--- src/rtl/a2bus_event_fifo.sv ---
// Apple II bus event capture FIFO.
// Qualifies strobed bus cycles against an address window and queues matching
// cycles as {addr, data, rw_n} events in a first-word-fall-through FIFO.
// Overflow drops are flagged (sticky) and counted with saturation.
module a2bus_event_fifo #(
  parameter int unsigned DEPTH         = 16,
  parameter logic [15:0] ADDR_LO       = 16'h0400,
  parameter logic [15:0] ADDR_HI       = 16'h0BFF,
  parameter bit          CAPTURE_READS = 1'b0
) (
  input  logic                       clk_logic_i,
  input  logic                       system_reset_n_i,
  input  logic                       enable_i,
  input  logic [15:0]                addr_i,
  input  logic [7:0]                 data_i,
  input  logic                       rw_n_i,
  input  logic                       data_in_strobe_i,
  output logic                       evt_valid_o,
  input  logic                       evt_ready_i,
  output logic [15:0]                evt_addr_o,
  output logic [7:0]                 evt_data_o,
  output logic                       evt_rw_n_o,
  output logic [$clog2(DEPTH):0]     level_o,
  output logic                       overflow_o,
  output logic [7:0]                 drop_count_o,
  input  logic                       clear_overflow_i
);

  localparam int unsigned AW = $clog2(DEPTH);
  localparam int unsigned LW = AW + 1;
  localparam int unsigned EW = 25;

  logic [EW-1:0] mem_q [DEPTH];

  logic [LW-1:0] wr_ptr_q, wr_ptr_d;
  logic [LW-1:0] rd_ptr_q, rd_ptr_d;
  logic [LW-1:0] level_q, level_d;
  logic          overflow_q, overflow_d;
  logic [7:0]    drop_count_q, drop_count_d;

  logic          match;
  logic          full;
  logic          empty;
  logic          pop;
  logic          push;
  logic          drop;
  logic [EW-1:0] head;

  // Qualify the bus cycle and decide push/pop/drop for this clock.
  always_comb begin
    match = data_in_strobe_i && enable_i && (addr_i >= ADDR_LO) && (addr_i <= ADDR_HI) &&
            (!rw_n_i || CAPTURE_READS);
    full  = (level_q == LW'(DEPTH));
    empty = (level_q == '0);
    pop   = !empty && evt_ready_i;
    // A pop in the same cycle frees the slot a full FIFO would otherwise lack.
    push  = match && (!full || pop);
    drop  = match && full && !pop;
  end

  // Next-state for pointers, occupancy and overflow bookkeeping.
  always_comb begin
    wr_ptr_d     = wr_ptr_q;
    rd_ptr_d     = rd_ptr_q;
    level_d      = level_q;
    overflow_d   = overflow_q;
    drop_count_d = drop_count_q;

    if (push) wr_ptr_d = wr_ptr_q + LW'(1);
    if (pop)  rd_ptr_d = rd_ptr_q + LW'(1);
    level_d = level_q + LW'(push) - LW'(pop);

    // A drop coinciding with a clear wins: the count restarts at one.
    if (drop) begin
      overflow_d = 1'b1;
      if (clear_overflow_i) begin
        drop_count_d = 8'd1;
      end else if (drop_count_q != 8'hFF) begin
        drop_count_d = drop_count_q + 8'd1;
      end
    end else if (clear_overflow_i) begin
      overflow_d   = 1'b0;
      drop_count_d = 8'd0;
    end
  end

  // Control state register with asynchronous reset.
  always_ff @(posedge clk_logic_i or negedge system_reset_n_i) begin
    if (!system_reset_n_i) begin
      wr_ptr_q     <= '0;
      rd_ptr_q     <= '0;
      level_q      <= '0;
      overflow_q   <= 1'b0;
      drop_count_q <= 8'd0;
    end else begin
      wr_ptr_q     <= wr_ptr_d;
      rd_ptr_q     <= rd_ptr_d;
      level_q      <= level_d;
      overflow_q   <= overflow_d;
      drop_count_q <= drop_count_d;
    end
  end

  // Event storage; contents need no reset since outputs are gated by valid.
  always_ff @(posedge clk_logic_i) begin
    if (push) mem_q[wr_ptr_q[AW-1:0]] <= {addr_i, data_i, rw_n_i};
  end

  // Head presentation: fall-through from storage, forced to zero when empty.
  always_comb begin
    head = mem_q[rd_ptr_q[AW-1:0]];
    if (empty) head = '0;
    evt_valid_o  = !empty;
    evt_addr_o   = head[24:9];
    evt_data_o   = head[8:1];
    evt_rw_n_o   = head[0];
    level_o      = level_q;
    overflow_o   = overflow_q;
    drop_count_o = drop_count_q;
  end

endmodule

--- config.mk ---
export PLATFORM = sky130hd
export DESIGN_NAME = a2bus_event_fifo
export DESIGN_NICKNAME = d
export VERILOG_FILES = /design/src/rtl/a2bus_event_fifo.sv
export SDC_FILE = /design/constraint.sdc
export NUM_CORES = 1
export LEC_CHECK = 0
export ABC_AREA = 0
export BUFFER_PORTS_ARGS = -buffer_cell sky130_fd_sc_hd__buf_2
export CAP_MARGIN = 20
export CELL_PAD_IN_SITES_DETAIL_PLACEMENT = 0
export CELL_PAD_IN_SITES_GLOBAL_PLACEMENT = 1
export CORE_ASPECT_RATIO = 2
export CORE_MARGIN = 5
export CORE_UTILIZATION = 35
export DETAILED_ROUTE_END_ITERATION = 7
export PLACE_DENSITY_LB_ADDON = 0.1
export SLEW_MARGIN = 20
export SYNTH_ARGS = -nofsm -noshare
export SYNTH_HDL_FRONTEND = slang
export SYNTH_SLANG_ARGS = --single-unit
--- constraint.sdc ---
create_clock -name clk_logic_i -period 9.6 [get_ports clk_logic_i]
set_input_delay 0 -clock clk_logic_i [delete_from_list [all_inputs] [get_ports clk_logic_i]]
set_output_delay 0 -clock clk_logic_i [all_outputs]
set_load 0.02 [all_outputs]
==> results of run 1 <==
kinds of logic (layout without fill, tap and decap cells):
| logic type | count (synthesis) | after routing | share of synthesized area |
|---|---|---|---|
| DFF | 422 | 422 | 0.767 |
| muxes | 153 | 153 | 0.170 |
| and+or+nand+nor | 64 | 64 | 0.0204 |
| buffers and inverters | 51 | 203 | 0.0124 |
| AOI/OAI and AO/OA | 35 | 35 | 0.0128 |
| xor gates and xnor gates | 14 | 14 | 0.00748 |
| adders and majority gates | 13 | 13 | 0.0104 |
Yosys cell counts (2+ instances only):
cell type                    n  area, um2
sky130_fd_sc_hd__edfxtp_1  400      12000
sky130_fd_sc_hd__mux4_2    100       2250
sky130_fd_sc_hd__mux2i_1    52        521
sky130_fd_sc_hd__o22ai_1    25        156
sky130_fd_sc_hd__dfrtp_1    22        551
sky130_fd_sc_hd__nor2_1     22       82.6
sky130_fd_sc_hd__clkbuf_1   19       71.3
sky130_fd_sc_hd__ha_1       12        150
sky130_fd_sc_hd__inv_1      12       45.0
sky130_fd_sc_hd__nand2_1    12       45.0
sky130_fd_sc_hd__xnor2_1    11       96.3
sky130_fd_sc_hd__buf_1      10       37.5
sky130_fd_sc_hd__buf_2       9       45.0
sky130_fd_sc_hd__nor3_1      5       25.0
sky130_fd_sc_hd__o21ai_0     5       25.0
sky130_fd_sc_hd__a21oi_1     4       20.0
sky130_fd_sc_hd__nand2b_1    3       18.8
sky130_fd_sc_hd__or3_1       3       18.8
sky130_fd_sc_hd__xor2_1      3       26.3
sky130_fd_sc_hd__nand3_1     2       10.0
sky130_fd_sc_hd__nand3b_1    2       15.0
sky130_fd_sc_hd__nand4_1     2       12.5
sky130_fd_sc_hd__nor4_1      2       12.5
sky130_fd_sc_hd__nor4b_1     2       17.5
sky130_fd_sc_hd__or2_2       2       12.5
worst paths after layout:
kind / startpoint / endpoint / slack (ps) / cells after the start
worst max-delay path: rd_ptr_q[0] / evt_addr_o[4] / 5740 / 7
worst min-delay path: system_reset_n_i / drop_count_o[7] / 50 / 3
worst max register to register: level_o[2] / level_o[4] / 6580 / 16
worst min register to register: rd_ptr_q[2] / rd_ptr_q[2] / 510 / 1
max in group asynchronous: system_reset_n_i / rd_ptr_q[1] / 9100 / 3
min in group clk_logic_i: enable_i / drop_count_o[0] / 190 / 5
sequential cells by signal (all words and copies together), names as in the netlist:
name          cells
mem_q           400
wr_ptr_q          4
level_o           5
rd_ptr_q          4
overflow_o        1
drop_count_o      8
report_power, final:
part	internal (mW)	switching, mW	leakage [nW]
registers	2.04	0.123	3.87
clock network	0.955	0.654	0.639
logic	0.661	0.740	1.83
total	3.66	1.52	6.34
critical path, stage by stage, from the launching register on:
cell                      delay [ps]
sky130_fd_sc_hd__dfrtp_4         810
sky130_fd_sc_hd__buf_4           590
sky130_fd_sc_hd__buf_4           470
sky130_fd_sc_hd__buf_16          300
sky130_fd_sc_hd__mux4_2          540
sky130_fd_sc_hd__mux2i_1         170
sky130_fd_sc_hd__o22ai_1         170
sky130_fd_sc_hd__buf_2           230
cell usage in the layout, fill, tap and decap left out, types with 4 or more instances in the layout:
| cell type | Yosys | layout |
|---|---|---|
| sky130_fd_sc_hd__a21oi_1 | 4 | 4 |
| sky130_fd_sc_hd__buf_2 | 9 | 71 |
| sky130_fd_sc_hd__buf_4 | 0 | 22 |
| sky130_fd_sc_hd__bufinv_16 | 0 | 8 |
| sky130_fd_sc_hd__clkbuf_16 | 0 | 39 |
| sky130_fd_sc_hd__clkinv_1 | 0 | 12 |
| sky130_fd_sc_hd__clkinv_2 | 0 | 4 |
| sky130_fd_sc_hd__dfrtp_1 | 22 | 19 |
| sky130_fd_sc_hd__dlygate4sd3_1 | 0 | 30 |
| sky130_fd_sc_hd__edfxtp_1 | 400 | 400 |
| sky130_fd_sc_hd__ha_1 | 12 | 12 |
| sky130_fd_sc_hd__inv_1 | 12 | 12 |
| sky130_fd_sc_hd__mux2i_1 | 52 | 52 |
| sky130_fd_sc_hd__mux4_2 | 100 | 100 |
| sky130_fd_sc_hd__nand2_1 | 12 | 12 |
| sky130_fd_sc_hd__nor2_1 | 22 | 10 |
| sky130_fd_sc_hd__nor2_4 | 0 | 12 |
| sky130_fd_sc_hd__nor3_2 | 0 | 4 |
| sky130_fd_sc_hd__o21ai_0 | 5 | 5 |
| sky130_fd_sc_hd__o22ai_1 | 25 | 25 |
| sky130_fd_sc_hd__xnor2_1 | 11 | 11 |
metal layers:
| layer | up-vias | part of all wire | track usage |
|---|---|---|---|
| met3 | 59 | 0.036 | 0.0203 |
| li1 | 3352 | - | - |
| met1 | 4225 | 0.38 | 0.187 |
| met5 | - | 0.00033 | 0 |
| met4 | 2 | 0.027 | 0.0496 |
| met2 | 173 | 0.56 | 0.293 |
area by class of cell:
class	instances	area [um2]	area share
inverters	12	45.0	0.00233
clock buffers	40	980	0.0508
clock inverters	27	330	0.0171
multi-input cells	279	3730	0.193
well taps	627	785	0.0407
flip-flops and latches	422	12600	0.652
repair buffers	124	848	0.0440
repair_timing:
action,in CTS,in global routing
endpoints found under the hold margin,435,0
hold buffers,31,0
resized for setup,0,0
endpoints found under the setup margin,0,0
==> parameters.txt, run 1 <==
Parameter                              Value

Die
  Number of I/O pins    71
  Core footprint    46500 um2
  Initial standard-cell utilization of the core    0.352
  Standard-cell rows    112
  Die width    163 um
  Total Die Area    51500 um2
  Die Y-Extent    316 um

Timing
  Setup-violating endpoint count in the final report    0
  Setup slack of the critical path after layout    5740 ps
  Final hold slack    49.7 ps
  Shortest period the worst path allows    3860 ps
  Final sum of negative setup slack    0 ps
  Setup repair after global routing missed its margin    false
  Normalized max-slew margin    0.389
  Max Clk Rate    259 MHz
  Final number of hold-violating endpoints    0
  Post-route clock skew    21.6 ps
  Share of the cycle needed by the critical path after routing    0.403
  Transition time at the pin with the least slew margin    917 ps
  Number of pins with negative max-slew slack in the final report    0

Finish
  Count of inserted antenna diode cells    0
  Growth of design area from synthesis to finish    17.7%
  Final-stage net count    921
  Ratio of cells with drive above 1 in the final layout    0.302
  Post-route cell area    19300 um2
  End-of-flow core utilization    0.415
  Number of fillers in the final layout    4203
  Non-filler instance count after layout    1531

Routing
  Final antenna-violating net count    0
  Iteration-0 DRC count of the detailed router    402
  Wire length reported by the detailed router    39.7 mm
  Via-to-Cell Ratio    5.10
  Routed length per placed instance    25.9 um
  Remaining routing DRC violations    0
  TritonRoute pass-1 iters    4
  Vias after detailed routing    7811

CTS
  Setup repair bufs after CTS    0
  CTS root buffer    sky130_fd_sc_hd__clkbuf_16
  Clock tree from TritonCTS    yes
  Clock buffer count from CTS    38
  Number of clock sinks    422
  Clock slew seen by the registers of the worst setup and hold paths    70 ps
  H-tree level count    2
  Clock latency at the later pin of the worst-skew pair    550 ps
  Maximum number of buffers from clock root to sink    3

Worst setup path
  CP endpoint kind    output port
  Critical Path AT    3860 ps
  Maximum fanout along the worst path    33
  Nature of the critical path startpoint    flip-flop
  Critical Path RT    9600 ps
  Path type of the worst setup path    reg -> out

Global routing
  First-pass GRT wire length    58.4 mm
  GRT overflow    0
  Vias in the first global route    8767
  Antenna violations before repair    1
  GRT Total Usage    0.157
  Largest net degree at the start of global routing    54

Yosys
  Top_reg_cell synth    sky130_fd_sc_hd__edfxtp_1
  Per-instance average area after synthesis    21.8 um2
  Fraction of registers with async set/reset    0.0521
  Syn Inst Count    752
  Number of synthesized register bits    422
  Sequential cell area fraction in the yosys report    0.767
  Number of enable-type register cells in the synthesized netlist    400
  Synthesized Nets    796
  Number of warnings issued by yosys    0
  Number of unique standard cell types used by synthesis    36
  Mapped Area    16400 um2

Run status
  Status    completed

Placement
  Post-Place Worst Slack    5920 ps
  PortBufs    70
  Inst Count DP    1432
  Placed instance area    17600 um2
  HPWL reported at the end of detailed placement    22.0 mm
  Weighted congestion reported at the end of routability-driven placement    0.743

Flow run
  Max capacitance violation total    0

Pwr
  Peak supply drop    0.184 mV
  Power per standard cell area    268 nW/um2
  Leak pwr    6.34 nW
  Total Power    5.17 mW

Hold path
  Path type of the worst min-delay path    in -> async
(Power assumes the default switching activity.)
==> run 2: changes to the inputs <==
==> constraint.sdc (replaced) <==
create_clock -name clk_logic_i -period 3.6 [get_ports clk_logic_i]
set_input_delay 0 -clock clk_logic_i [delete_from_list [all_inputs] [get_ports clk_logic_i]]
set_output_delay 0 -clock clk_logic_i [all_outputs]
set_load 0.02 [all_outputs]
==> parameters.txt, run 2 (same netlist as run 1, synthesis figures left out) <==
Parameter                              Value

Worst setup path
  Critical-path cell with the highest stage delay    sky130_fd_sc_hd__dfrtp_4
  R2R Path Start    level_o[2]
  Critical Path RT    3600 ps
  Path type of the worst setup path    reg -> out
  Critical Path AT    2960 ps
  CP endpoint kind    output port
  Chain of cells forming the critical path    buf_4, mux4_2, mux2i_1, o22ai_1, buf_2
  Critical Path Source    rd_ptr_q[0]
  CP peak stage delay    880 ps
  Nature of the critical path startpoint    flip-flop
  Maximum fanout along the worst path    29

Timing
  Transition time at the pin with the least slew margin    881 ps
  Normalized max-slew margin    0.413
  Number of pins with negative max-slew slack in the final report    0
  Max Clk Rate    338 MHz
  Setup-violating endpoint count in the final report    0
  Setup repair after global routing missed its margin    false
  Final number of hold-violating endpoints    0
  Final sum of negative setup slack    0 ps
  Post-route clock skew    28.5 ps
  Setup slack of the critical path after layout    642 ps
  Share of the cycle needed by the critical path after routing    0.822
  Shortest period the worst path allows    2960 ps

Hold path
  Path type of the worst min-delay path    in -> reg
  Beginning of the worst hold path    enable_i

Global routing
  GRT Total Usage    0.155
  Largest net degree at the start of global routing    50
  Antenna violations before repair    1
  First-pass GRT wire length    58.1 mm
  GRT overflow    0
  Vias in the first global route    8817

Pwr
  Total Power    13.7 mW
  Leak pwr    6.39 nW
  Power per standard cell area    703 nW/um2
  Peak supply drop    0.539 mV

Routing
  Remaining routing DRC violations    0
  Vias after detailed routing    7721
  TritonRoute pass-1 iters    4
  Wire length reported by the detailed router    38.9 mm
  Routed length per placed instance    25.1 um
  Iteration-0 DRC count of the detailed router    424
  Final antenna-violating net count    0
  Via-to-Cell Ratio    4.98

Finish
  Most common cell after layout, fill and taps aside    sky130_fd_sc_hd__edfxtp_1
  Final-stage net count    937
  Ratio of cells with drive above 1 in the final layout    0.310
  Commonest non-fill, non-tap cells in the layout    400 x sky130_fd_sc_hd__edfxtp_1, 100 x sky130_fd_sc_hd__mux4_2, 70 x sky130_fd_sc_hd__buf_2
  Post-route cell area    19500 um2
  Growth of design area from synthesis to finish    18.9%
  Max reg flops    400
  Non-filler instance count after layout    1551

Die
  Core footprint    46500 um2
  Initial standard-cell utilization of the core    0.352
  Die width    163 um
  Die Y-Extent    316 um
  Number of I/O pins    71
  Total Die Area    51500 um2
  Standard-cell rows    112

CTS
  Number of clock sinks    422
  Clock buffer count from CTS    40
  Count of instances resized after the clock tree is built    0
  Clock slew seen by the registers of the worst setup and hold paths    60 ps
  CTS root buffer    sky130_fd_sc_hd__clkbuf_16
  H-tree level count    2
  Clock latency at the later pin of the worst-skew pair    550 ps
  Clock tree from TritonCTS    yes
  Maximum number of buffers from clock root to sink    3

Run status
  Status    completed

Placement
  Post-Place Worst Slack    646 ps
  PortBufs    70
  HPWL reported at the end of detailed placement    24.7 mm
  Placed instance area    17900 um2
  Weighted congestion reported at the end of routability-driven placement    0.780
  Inst Count DP    1447

Flow run
  Max capacitance violation total    0
run 2: cell types whose count changed in the layout (fill, tap and decap cells not counted), moves of 2 or more:
cell / delta
sky130_fd_sc_hd__buf_12: +11
sky130_fd_sc_hd__clkbuf_1: +7
sky130_fd_sc_hd__buf_4: +5
sky130_fd_sc_hd__bufinv_16: -5
sky130_fd_sc_hd__nor3_2: -4
sky130_fd_sc_hd__nor3_4: +4
sky130_fd_sc_hd__clkinv_8: +2
run 2: metal layers:
layer | global-route usage | wire (um) | vias up
li1 | - | - | 3393
met1 | 0.173 | 14200 | 4117
met2 | 0.302 | 22400 | 160
met3 | 0.0200 | 1310 | 51
met4 | 0.0464 | 972 | 0
met5 | 0 | 0 | -
run 2: per-stage QoR:
stage / hold slack (ps) / util
finish: 135 / 0.419
detailed placement: 20.2 / 0.385
global placement: 2.92 / 0.385
CTS: 120 / 0.419
floorplan: -296 / -
global route: 140 / 0.419
run 2: worst max-delay path: cells and delay by family (launching register included):
family / cells / cell delay (ps)
AOI/OAI and AO/OA: 1 / 120
buffers and inverters: 2 / 590
DFF: 1 / 880
muxes: 2 / 800
run 2: worst paths after layout:
| check | to | slack [ps] | cells past startpoint |
|---|---|---|---|
| setup / recovery | evt_addr_o[5] | 640 | 5 |
| hold / removal | overflow_o | 140 | 5 |
| setup reg to reg | level_o[4] | 670 | 16 |
| hold reg to reg | overflow_o | 530 | 2 |
| max in group asynchronous | rd_ptr_q[0] | 2960 | 4 |
| min in group asynchronous | drop_count_o[5] | 450 | 4 |
run 2: what timing repair did:
action	4_1_cts	5_1_grt
buffers inserted	0	0
endpoints found under the hold margin	435	0
hold buffers	31	0
run 2: where the power goes:
part / switching (mW) / total (mW) / internal (mW)
clock: 1.79 / 4.07 / 2.27
combinational: 1.89 / 3.73 / 1.84
sequential: 0.458 / 5.90 / 5.44
run 2: area by class of cell:
| cell class | instances | area, um2 |
|---|---|---|
| Multi-Input combinational cell | 279 | 3750 |
| Inverter | 12 | 45.0 |
| Antenna cell | 1 | 2.50 |
| Clock buffer | 48 | 1030 |
| Timing Repair Buffer | 138 | 1070 |
| Fill cell | 4188 | 27000 |
| Tap cell | 627 | 785 |
| Clock inverter | 24 | 216 |
| Sequential cell | 422 | 12600 |
==> run 3: changes to the inputs <==
--- a/config.mk
+++ b/config.mk
@@ -5,7 +5,7 @@
 export SDC_FILE = /design/constraint.sdc
 export NUM_CORES = 1
 export LEC_CHECK = 0
-export ABC_AREA = 0
+export ABC_AREA = 1
 export BUFFER_PORTS_ARGS = -buffer_cell sky130_fd_sc_hd__buf_2
 export CAP_MARGIN = 20
 export CELL_PAD_IN_SITES_DETAIL_PLACEMENT = 0
==> constraint.sdc (replaced) <==
create_clock -name clk_logic_i -period 2.9 [get_ports clk_logic_i]
set_input_delay 0 -clock clk_logic_i [delete_from_list [all_inputs] [get_ports clk_logic_i]]
set_output_delay 0 -clock clk_logic_i [all_outputs]
set_load 0.02 [all_outputs]
==> parameters.txt, run 3 <==
Parameter                              Value

Run status
  Status    completed

Yosys
  Sequential cell area fraction in the yosys report    0.718
  Top cells by count, synth    543 x sky130_fd_sc_hd__nand2_1, 400 x sky130_fd_sc_hd__edfxtp_1, 321 x sky130_fd_sc_hd__nand3_1, 36 x sky130_fd_sc_hd__buf_4, 33 x sky130_fd_sc_hd__inv_1
  Per-instance average area after synthesis    11.6 um2
  Library cell occupying the most area in the post-synthesis netlist    sky130_fd_sc_hd__edfxtp_1
  Syn Inst Count    1513
  Number of enable-type register cells in the synthesized netlist    400
  Dominant cell by count in the synthesized netlist    sky130_fd_sc_hd__nand2_1
  Mapped Area    17500 um2
  Number of synthesized register bits    422
  Area share of the leading cell type in the synthesized netlist    0.686
  Synthesized Nets    1557
  Most area-consuming cells after synthesis    sky130_fd_sc_hd__edfxtp_1 69%, sky130_fd_sc_hd__nand2_1 12%, sky130_fd_sc_hd__nand3_1 9.2%
  Top_reg_cell synth    sky130_fd_sc_hd__edfxtp_1
  Fraction of registers with async set/reset    0.0521
  Number of unique standard cell types used by synthesis    28
  Number of warnings issued by yosys    0

Worst setup path
  CP peak stage delay    700 ps
  Chain of cells forming the critical path    inv_4, buf_4, nand3_1, nand3_1, nand2_1, nand2_1, a21oi_1, buf_2
  Critical Path RT    2900 ps
  Critical-path cell with the highest stage delay    sky130_fd_sc_hd__dfrtp_4
  Critical Path AT    2740 ps
  Path type of the worst setup path    reg -> out
  CP endpoint kind    output port
  Nature of the critical path startpoint    flip-flop
  Maximum fanout along the worst path    25

Global routing
  GRT Total Usage    0.178
  Largest net degree at the start of global routing    100
  Routing usage on met2    0.337
  Antenna violations before repair    0
  GRT overflow    0
  Busiest metal layer after global routing    met2
  Met1 demand-to-capacity share in global routing    0.212
  First-pass GRT wire length    73.4 mm
  Grt met3 use    0.0193
  Vias in the first global route    11500

Routing
  Wire length reported by the detailed router    49.7 mm
  Iteration-0 DRC count of the detailed router    614
  Via-to-Cell Ratio    4.95
  Routed length per placed instance    21.5 um
  Vias after detailed routing    11400
  Final antenna-violating net count    0
  TritonRoute pass-1 iters    5
  Remaining routing DRC violations    0

Finish
  Growth of design area from synthesis to finish    17.2%
  Register cell area after layout    12600 um2
  Number of fillers in the final layout    4731
  Final-stage net count    1674
  Max reg flops    400
  Post-route cell area    20500 um2
  End-of-flow core utilization    0.412
  Ratio of cells with drive above 1 in the final layout    0.133
  Count of inserted antenna diode cells    0
  Commonest non-fill, non-tap cells in the layout    543 x sky130_fd_sc_hd__nand2_1, 400 x sky130_fd_sc_hd__edfxtp_1, 321 x sky130_fd_sc_hd__nand3_1
  Most common cell after layout, fill and taps aside    sky130_fd_sc_hd__nand2_1
  Non-filler instance count after layout    2307
  Area taken by multi-input logic gates    4420 um2

CTS
  Clock tree from TritonCTS    yes
  Clock slew seen by the registers of the worst setup and hold paths    70 ps
  Maximum number of buffers from clock root to sink    3
  H-tree level count    2
  CTS root buffer    sky130_fd_sc_hd__clkbuf_16
  Clock latency at the later pin of the worst-skew pair    550 ps
  Number of clock sinks    422
  Clock buffer count from CTS    40

Timing
  Share of the cycle needed by the critical path after routing    0.946
  Normalized max-slew margin    0.417
  Max Clk Rate    365 MHz
  Setup-violating endpoint count in the final report    0
  Shortest period the worst path allows    2740 ps
  Post-route clock skew    21.3 ps
  Number of pins with negative max-slew slack in the final report    0
  Final number of hold-violating endpoints    0
  Setup repair after global routing missed its margin    false
  Transition time at the pin with the least slew margin    875 ps

Die
  Initial standard-cell utilization of the core    0.352
  Standard-cell rows    116
  Core footprint    49800 um2
  Total Die Area    54800 um2
  Die Y-Extent    326 um
  Die width    168 um
  Number of I/O pins    71

Placement
  Weighted congestion reported at the end of routability-driven placement    0.733
  Inst Count DP    2202
  Placed instance area    18800 um2
  PortBufs    70
  HPWL reported at the end of detailed placement    28.8 mm

Pwr
  Power per standard cell area    927 nW/um2
  Total Power    19.0 mW
  Leak pwr    7.63 nW
  Peak supply drop    0.548 mV

Hold path
  Path type of the worst min-delay path    in -> reg

Flow run
  Max capacitance violation total    0
run 3: final timing paths:
check                                 startpoint              end  slack, ps  cells after the start
worst max-delay path                 rd_ptr_q[1]    evt_addr_o[4]        160                      8
worst min-delay path            data_in_strobe_i  drop_count_o[1]         40                      7
min in group asynchronous       system_reset_n_i  drop_count_o[1]        490                      4
worst max register to register        level_o[2]       level_o[4]        310                     14
max in group asynchronous       system_reset_n_i      rd_ptr_q[2]       2230                      4
worst min register to register        overflow_o       overflow_o        530                      2
run 3: metrics by stage:
step | hold slack (ps) | setup TNS (ps) | worst slack, ps
6_report | 37.8 | 0 | 157
5_1_grt | 49.0 | 0 | 28.2
4_1_cts | 21.5 | 0 | 8.18
3_5_place_dp | 31.3 | 0 | 285
3_3_place_gp | 32.7 | 0 | 324
2_1_floorplan | -296 | -18480 | -370
run 3: metal layers:
metal / wire length (um) / part of all wire / vias up
met5: 0 / 0 / -
li1: - / - / 5493
met4: 1140 / 0.023 / 0
met1: 19700 / 0.40 / 5638
met3: 1560 / 0.031 / 58
met2: 27300 / 0.55 / 225
run 3: layout make-up:
| cell class | instances | area share |
|---|---|---|
| timing repair buffer | 161 | 0.0622 |
| inverter | 37 | 0.00750 |
| tap | 649 | 0.0396 |
| sequential | 422 | 0.613 |
| clock buffer | 48 | 0.0513 |
| multi-input combinational | 968 | 0.216 |
| clock inverter | 22 | 0.0108 |
run 3: repair_timing:
item	in CTS	in global routing
hold buffers	34	0
setup buffers	0	1
hold endpoints to repair	429	0
gates cloned	0	0
resized for setup	2	4
endpoints found under the setup margin	2	16
run 3: critical path, delay by kind of cell, from the launching register on:
| family | cells | cell delay, ps |
|---|---|---|
| flops | 1 | 700 |
| compound gates | 1 | 370 |
| simple gates | 4 | 320 |
| buf+inv | 3 | 780 |
run 3: kinds of logic (layout without fill, tap and decap cells):
kind of cell | Yosys count | after routing | share of synthesized area
simple gates | 908 | 908 | 0.221
flops | 422 | 422 | 0.718
buf+inv | 123 | 268 | 0.0364
compound gates | 38 | 38 | 0.0109
fa+ha+maj | 13 | 13 | 0.00972
xor+xnor | 9 | 9 | 0.00450
run 3: power by group:
group / leakage (nW) / internal (mW) / switching (mW) / total (mW)
Sequential: 3.86 / 6.76 / 0.207 / 6.96
Combinational: 3.13 / 2.07 / 4.77 / 6.83
Clock: 0.631 / 2.96 / 2.25 / 5.21
Total: 7.63 / 11.8 / 7.22 / 19.0
